--- src/rtl/apb_pkg.sv ---
// Shared APB definitions for the register-file completer.
package apb_pkg;

   localparam int APB_AW   = 32;
   localparam int APB_DW   = 32;
   localparam int NUM_PSEL = 3;

   typedef enum logic {
      ST_IDLE   = 1'b0,
      ST_ACCESS = 1'b1
   } apb_state_t;

endpackage

--- src/rtl/apb_regfile.sv ---
// DEPTH x 32 register storage: one synchronous write port, one combinational read port.
module apb_regfile
   import apb_pkg::*;
#(
   parameter int DEPTH = 16,
   parameter int IW    = $clog2(DEPTH)
) (
   input  logic              clk,
   input  logic              rst_n,
   input  logic              we,
   input  logic [IW-1:0]     waddr,
   input  logic [APB_DW-1:0] wdata,
   input  logic [IW-1:0]     raddr,
   output logic [APB_DW-1:0] rdata
);

   logic [DEPTH-1:0][APB_DW-1:0] mem;

   // Storage: cleared on reset, single word written per cycle.
   always_ff @(posedge clk or negedge rst_n) begin
      if (!rst_n) begin
         mem <= '0;
      end else if (we) begin
         mem[waddr] <= wdata;
      end
   end

   assign rdata = mem[raddr];

endmodule

--- src/rtl/apb_slave_regfile.sv ---
// APB completer serving a word-addressed register file with programmable wait states.
module apb_slave_regfile
   import apb_pkg::*;
#(
   parameter int               SEL_BIT     = 0,
   parameter int               DEPTH       = 16,
   parameter int               WAIT_CYCLES = 0,
   parameter logic [APB_AW-1:0] BASE_ADDR  = 32'h0
) (
   input  logic                Hclk,
   input  logic                Hresetn,
   input  logic [NUM_PSEL-1:0] Pselx,
   input  logic                Penable,
   input  logic                Pwrite,
   input  logic [APB_AW-1:0]   Paddr,
   input  logic [APB_DW-1:0]   Pwdata,
   output logic [APB_DW-1:0]   Prdata,
   output logic                Pready,
   output logic                Pslverr
);

   localparam int               IW   = $clog2(DEPTH);
   localparam logic [APB_AW-1:0] SPAN = APB_AW'(4 * DEPTH);

   apb_state_t        state, state_d;
   logic [3:0]        cnt, cnt_d;
   logic [IW-1:0]     idx_q, idx_d;
   logic              wr_q, wr_d;
   logic              err_q, err_d;
   logic [APB_DW-1:0] prdata_d;
   logic              we;
   logic [APB_DW-1:0] rdata;

   // Address decode; unsigned subtraction makes addresses below the base wrap out of range.
   logic              sel;
   logic [APB_AW-1:0] off;
   logic [IW-1:0]     dec_idx;
   logic              dec_err;

   assign sel     = Pselx[SEL_BIT];
   assign off     = Paddr - BASE_ADDR;
   assign dec_idx = off[2 +: IW];
   assign dec_err = (off[1:0] != 2'b00) || (off >= SPAN);

   apb_regfile #(.DEPTH(DEPTH), .IW(IW)) u_regfile (
      .clk   (Hclk),
      .rst_n (Hresetn),
      .we    (we),
      .waddr (idx_q),
      .wdata (Pwdata),
      .raddr (dec_idx),
      .rdata (rdata)
   );

   // State, wait counter, latched decode and registered read data.
   always_ff @(posedge Hclk or negedge Hresetn) begin
      if (!Hresetn) begin
         state  <= ST_IDLE;
         cnt    <= '0;
         idx_q  <= '0;
         wr_q   <= 1'b0;
         err_q  <= 1'b0;
         Prdata <= '0;
      end else begin
         state  <= state_d;
         cnt    <= cnt_d;
         idx_q  <= idx_d;
         wr_q   <= wr_d;
         err_q  <= err_d;
         Prdata <= prdata_d;
      end
   end

   // Next state: capture on setup, count down waits, commit or abort in access.
   always_comb begin
      state_d  = state;
      cnt_d    = cnt;
      idx_d    = idx_q;
      wr_d     = wr_q;
      err_d    = err_q;
      prdata_d = Prdata;
      we       = 1'b0;
      case (state)
         ST_IDLE: begin
            // An access phase without a preceding setup phase is ignored.
            if (sel && !Penable) begin
               idx_d    = dec_idx;
               wr_d     = Pwrite;
               err_d    = dec_err;
               cnt_d    = 4'(WAIT_CYCLES);
               prdata_d = (!Pwrite && !dec_err) ? rdata : '0;
               state_d  = ST_ACCESS;
            end
         end
         ST_ACCESS: begin
            if (!(sel && Penable)) begin
               // Requester dropped the transfer: leave without writing, Prdata holds.
               state_d = ST_IDLE;
            end else if (cnt != 4'd0) begin
               cnt_d = cnt - 4'd1;
            end else begin
               we      = wr_q && !err_q;
               state_d = ST_IDLE;
            end
         end
         default: state_d = ST_IDLE;
      endcase
   end

   assign Pready  = (state == ST_ACCESS) && (cnt == 4'd0);
   assign Pslverr = Pready && err_q;

endmodule

--- config.mk ---
export PLATFORM = sky130hd
export DESIGN_NAME = apb_slave_regfile
export DESIGN_NICKNAME = d
export VERILOG_FILES = /design/src/rtl/apb_pkg.sv /design/src/rtl/apb_regfile.sv /design/src/rtl/apb_slave_regfile.sv
export SDC_FILE = /design/constraint.sdc
export NUM_CORES = 1
export LEC_CHECK = 0
export ABC_AREA = 1
export CORE_ASPECT_RATIO = 1.75
export CORE_MARGIN = 2
export CORE_UTILIZATION = 48
export DETAILED_ROUTE_END_ITERATION = 12
export GPL_TIMING_DRIVEN = 0
export PLACE_DENSITY_LB_ADDON = 0.08
export SKIP_LAST_GASP = 1
export SYNTH_ARGS = -nofsm -noshare
export SYNTH_HDL_FRONTEND = slang
export SYNTH_SLANG_ARGS = --single-unit
--- constraint.sdc ---
create_clock -name Hclk -period 2.3 [get_ports Hclk]
set_clock_uncertainty 0.2 [all_clocks]
set_input_delay 0.69 -clock Hclk [delete_from_list [all_inputs] [get_ports Hclk]]
set_output_delay 0.69 -clock Hclk [all_outputs]
set_load 0.02 [all_outputs]
==> summary.md <==
After synthesis, flip-flops and latches occupy 54.2% of the total area. Total placed instance area: 0.0276 mm². TritonCTS built the clock tree. The final antenna-violating net count came out at 0. For this run, the total global-route usage over all layers was measured as 31.6%. Counting tap cells, the placed design contains a total of 3848 instances. The run finished, with violations left. The floorplan has 112 rows. The kind of cell adding the most delay to the critical path is flip-flops. The worst hold margin was -0.200 ns. The routed layout has 22490 vias. The leakage power figure came out at 13.9 nW. The clock passes through at most 3 buffers. In this run the worst path has a maximum fanout of 3.

The logs give 0.0553 mm² for the overall die area and 3132 for the post-synthesis net count. From synthesis to final layout, the design area changed by 16.5%. Arrival time of data at the critical path endpoint: 1.57 ns. CTS placed an instance of sky130_fd_sc_hd__clkbuf_16 at the clock tree root. The worst setup path is launched from a flip-flop.

Walking the worst path, the cells encountered are inv_2 -> ha_4 -> nand4_4 -> nor2_4 -> buf_6. After the last flow step, the layout net total stands at 3307. Summing the areas of all compound-gate instances in the mapped netlist gives 11.2% of the synthesized area.

The worst setup path is captured at an output pin. For the setup slack after layout, the log shows -0.157 ns. Setup repair after global routing could not meet its margin everywhere.

The logs give 0 for the initial antenna violation count and 30 for the distinct cell type count after synthesis. The first global-routing pass estimated 130 mm of wire. Of the post-synthesis cell area, the dominant cell type holds 54.2%.

The number of instances in the synthesized netlist is 3060. The via count of the first global-routing pass was 22205. The logs give 86.4 mm for the total routed wirelength and 105 for the top-level port count. Of the cells placed in the final design, the portion with a size suffix greater than 1 is 12.1%.

By area the synthesized netlist is led by sky130_fd_sc_hd__dfrtp_1 (54%), sky130_fd_sc_hd__nand2_1 (16%), sky130_fd_sc_hd__nand3_1 (9.4%). The clock latency on the worst-skew pair was 0.61 ns; the fraction of synthesized cell area in xor and xnor cells was 0%. OpenSTA, run right after detailed placement, puts the worst setup slack at -1.51 ns.

For this run, design rule violations remaining after detail routing come to 0. The clock transition time at the flip-flop clock pins of the worst setup and hold paths was 0.06 ns. The die is 310 µm tall.

Number of hold violations in the final report: 95. The clock net in this run drives a total of 555 sinks. The post-synthesis simple-gate area fraction is 27.9%, and the total setup violations reported at the end of the flow is 2. Dividing the synthesized area by the synthesized cell count gives 8.37 µm². After detailed routing, the number of vias per cell comes to 5.68.

Power spread over the standard cell area amounts to 699 mW/mm². The class of the most critical hold timing path is primary input to async pin. The final critical path takes up 107% of the cycle. For the worst ir drop on vdd, the log shows 674 µV. Final count of pins violating max slew: 0. The H-tree was split into 2 levels.

The startpoint of the lowest-slack register-to-register path was cnt[0]. The detailed router's first-iteration violation count was 2057. Buffers placed on the I/O ports in this run total 100. Counting the buffers created by CTS gives 54. The congestion estimate from routability-driven global placement came to 0.948. The overall overflow remaining after global route came out at 0. The checks that failed: negative hold slack, negative setup slack. The worst path needs 2.46 ns of the cycle, external delays included. The measured slew at the worst slew-check pin was 0.765 ns. In this run the horizontal extent of the chip is 179 µm. The critical path data required time was 1.41 ns.

After synthesis, the largest family of logic cells by area is simple AND/OR/NAND/NOR gates. The core region is 0.0530 mm². For the placed wire-length estimate, the log shows 62.7 mm. The tools report the number of diodes added for antenna fixing as 0. During synthesis, Yosys emitted a total of 0 warnings. The number of detailed-routing iterations run before antenna repair is 5, and the initial standard-cell utilization of the core is 48.3%. The run gives 3961 as the final instance count without filler cells. The logs give 0.0298 mm² for the final instance area and 0.0256 mm² for the netlist area before placement. The register bit count reported by yosys is 555, and the wire length per cell after detailed routing is 21.8 µm. Start point of the critical path: cnt[0]. Entering global routing, the biggest net connects 120 pins.

The share of cell area taken by muxes after synthesis came out at 0%. Measured against its own limit, the worst slew margin works out to 49.0%. Counting the fill cells in the layout gives 4975.

Cell accounting for the most synthesized area: sky130_fd_sc_hd__dfrtp_1. The worst setup path is of the flip-flop to output pin kind. The logs give 56.3% for the core occupancy in the finished layout and 407 MHz for the highest achievable clock rate. The master of the slowest instance on the critical path is sky130_fd_sc_hd__dfrtp_1.

The sum of buffers and inverters on the critical path is 2. Across the run, the number of max-cap violations was 0. The share of synthesized cell area in full adder, half adder and majority cells is 0.0489%, and the largest stage delay on the critical path is 0.40 ns.
-- worst register-to-register path, stage by stage, from the launching register on --
cell,delay (ns)
sky130_fd_sc_hd__dfrtp_1,0.40
sky130_fd_sc_hd__inv_2,0.09
sky130_fd_sc_hd__ha_4,0.15
sky130_fd_sc_hd__nand4_4,0.10
sky130_fd_sc_hd__inv_2,0.10
sky130_fd_sc_hd__buf_6,0.11
sky130_fd_sc_hd__nand2_8,0.09
sky130_fd_sc_hd__nor2_8,0.26
sky130_fd_sc_hd__nand2_4,0.22
sky130_fd_sc_hd__buf_6,0.21
sky130_fd_sc_hd__nand2_1,0.07
sky130_fd_sc_hd__o21ai_1,0.06
-- layer usage --
metal  vias to the layer above  GRT usage (%)  part of all wire, %
met3                       312           3.27                  4.9
met4                         0           25.6                  9.4
met2                       860           54.0                   50
li1                      10398              -                    -
met1                     10920           35.7                   36
met5                         -              0                    0
-- metrics by stage --
step	power, mW	setup TNS, ns	hold WS, ns
after floorplan	10.7	0	0.194
after global placement	11.6	-	0.261
after detailed placement	11.6	-408.66	0.266
after CTS	20.9	-0.316	-0.0763
after global routing	21.4	-0.468	-0.151
final	20.8	-0.302	-0.200
-- registers in the layout, summed over array words and instances (netlist names) --
signal / cells
Prdata: 32
cnt: 4
err_q: 1
idx_q: 4
state: 1
u_regfile.mem: 512
wr_q: 1
-- cell type report --
class / instances / area [µm²] / area share (%)
plain buffers: 241 / 1600 / 5.36
clock inverters: 22 / 245 / 0.822
repair buffers: 119 / 1340 / 4.48
well taps: 684 / 856 / 2.87
inverters: 59 / 229 / 0.768
multi-input cells: 2205 / 10100 / 33.8
flip-flops and latches: 555 / 13900 / 46.6
clock buffers: 76 / 1590 / 5.32
-- worst paths after layout --
check                                     endpoint  slack (ns)  cells after the start
worst max-delay path                       Pslverr       -0.16                      5
worst min-delay path            u_regfile.mem[360]       -0.20                      1
worst max register to register   u_regfile.mem[60]        0.09                     11
worst min register to register   u_regfile.mem[29]        0.28                      2
max in group asynchronous       u_regfile.mem[175]        0.48                      4
min in group Hclk                u_regfile.mem[29]        0.28                      2
-- cell usage after synthesis --
| library cell | count |
|---|---|
| sky130_fd_sc_hd__nand2_1 | 1123 |
| sky130_fd_sc_hd__dfrtp_1 | 555 |
| sky130_fd_sc_hd__nand3_1 | 479 |
| sky130_fd_sc_hd__o21ai_1 | 229 |
| sky130_fd_sc_hd__o21ai_0 | 227 |
| sky130_fd_sc_hd__clkbuf_1 | 79 |
| sky130_fd_sc_hd__buf_2 | 70 |
| sky130_fd_sc_hd__o21ai_2 | 62 |
| sky130_fd_sc_hd__buf_6 | 60 |
| sky130_fd_sc_hd__inv_1 | 55 |
| sky130_fd_sc_hd__nor2_1 | 45 |
| sky130_fd_sc_hd__nand2_4 | 17 |
| sky130_fd_sc_hd__clkbuf_2 | 16 |
| sky130_fd_sc_hd__buf_1 | 12 |
| sky130_fd_sc_hd__buf_4 | 5 |
| sky130_fd_sc_hd__nor2_4 | 5 |
| sky130_fd_sc_hd__inv_2 | 3 |
| sky130_fd_sc_hd__or2_2 | 3 |
| sky130_fd_sc_hd__a21oi_1 | 2 |
| sky130_fd_sc_hd__nand4_1 | 2 |
| sky130_fd_sc_hd__nor2_8 | 2 |
| sky130_fd_sc_hd__a21boi_0 | 1 |
| sky130_fd_sc_hd__and2_0 | 1 |
| sky130_fd_sc_hd__and3_1 | 1 |
| sky130_fd_sc_hd__ha_1 | 1 |
| sky130_fd_sc_hd__inv_8 | 1 |
| sky130_fd_sc_hd__nand4_2 | 1 |
| sky130_fd_sc_hd__nor3_2 | 1 |
| sky130_fd_sc_hd__o211ai_1 | 1 |
| sky130_fd_sc_hd__o22ai_1 | 1 |
-- timing repair --
item / CTS / global route
gates resized for setup: 89 / 46
buffers inserted: 3 / 7
cloned: 2 / 5
pin swaps: 3 / 4
hold endpoints to repair: 95 / 95
endpoints found under the setup margin: 198 / 154
-- power by group --
part / internal, mW / total [mW] / switching (mW) / leakage (nW)
Combinational: 0.453 / 1.70 / 1.25 / 5.29
Sequential: 9.79 / 9.83 / 0.0381 / 7.74
Clock: 5.36 / 9.31 / 3.95 / 0.901
-- placed cells by master, fill, tap and decap left out, types with 44 or more instances in the layout --
cell / n
sky130_fd_sc_hd__nand2_1: 1123
sky130_fd_sc_hd__nor2_1: 44
sky130_fd_sc_hd__inv_1: 53
sky130_fd_sc_hd__buf_6: 62
sky130_fd_sc_hd__clkbuf_1: 63
sky130_fd_sc_hd__clkdlybuf4s50_1: 65
sky130_fd_sc_hd__o21ai_2: 62
sky130_fd_sc_hd__nand3_1: 477
sky130_fd_sc_hd__clkbuf_16: 61
sky130_fd_sc_hd__dfrtp_1: 555
sky130_fd_sc_hd__o21ai_0: 227
sky130_fd_sc_hd__o21ai_1: 229
sky130_fd_sc_hd__buf_2: 69
-- logic make-up (layout without fill, tap and decap cells) --
family	Yosys count	after routing
AO/OA/AOI/OAI	523	523
AND/OR/NAND/NOR	1680	1681
flip-flops	555	555
buffers and inverters	301	517
adder cells (fa/ha/maj)	1	1
(Power assumes the default switching activity.)
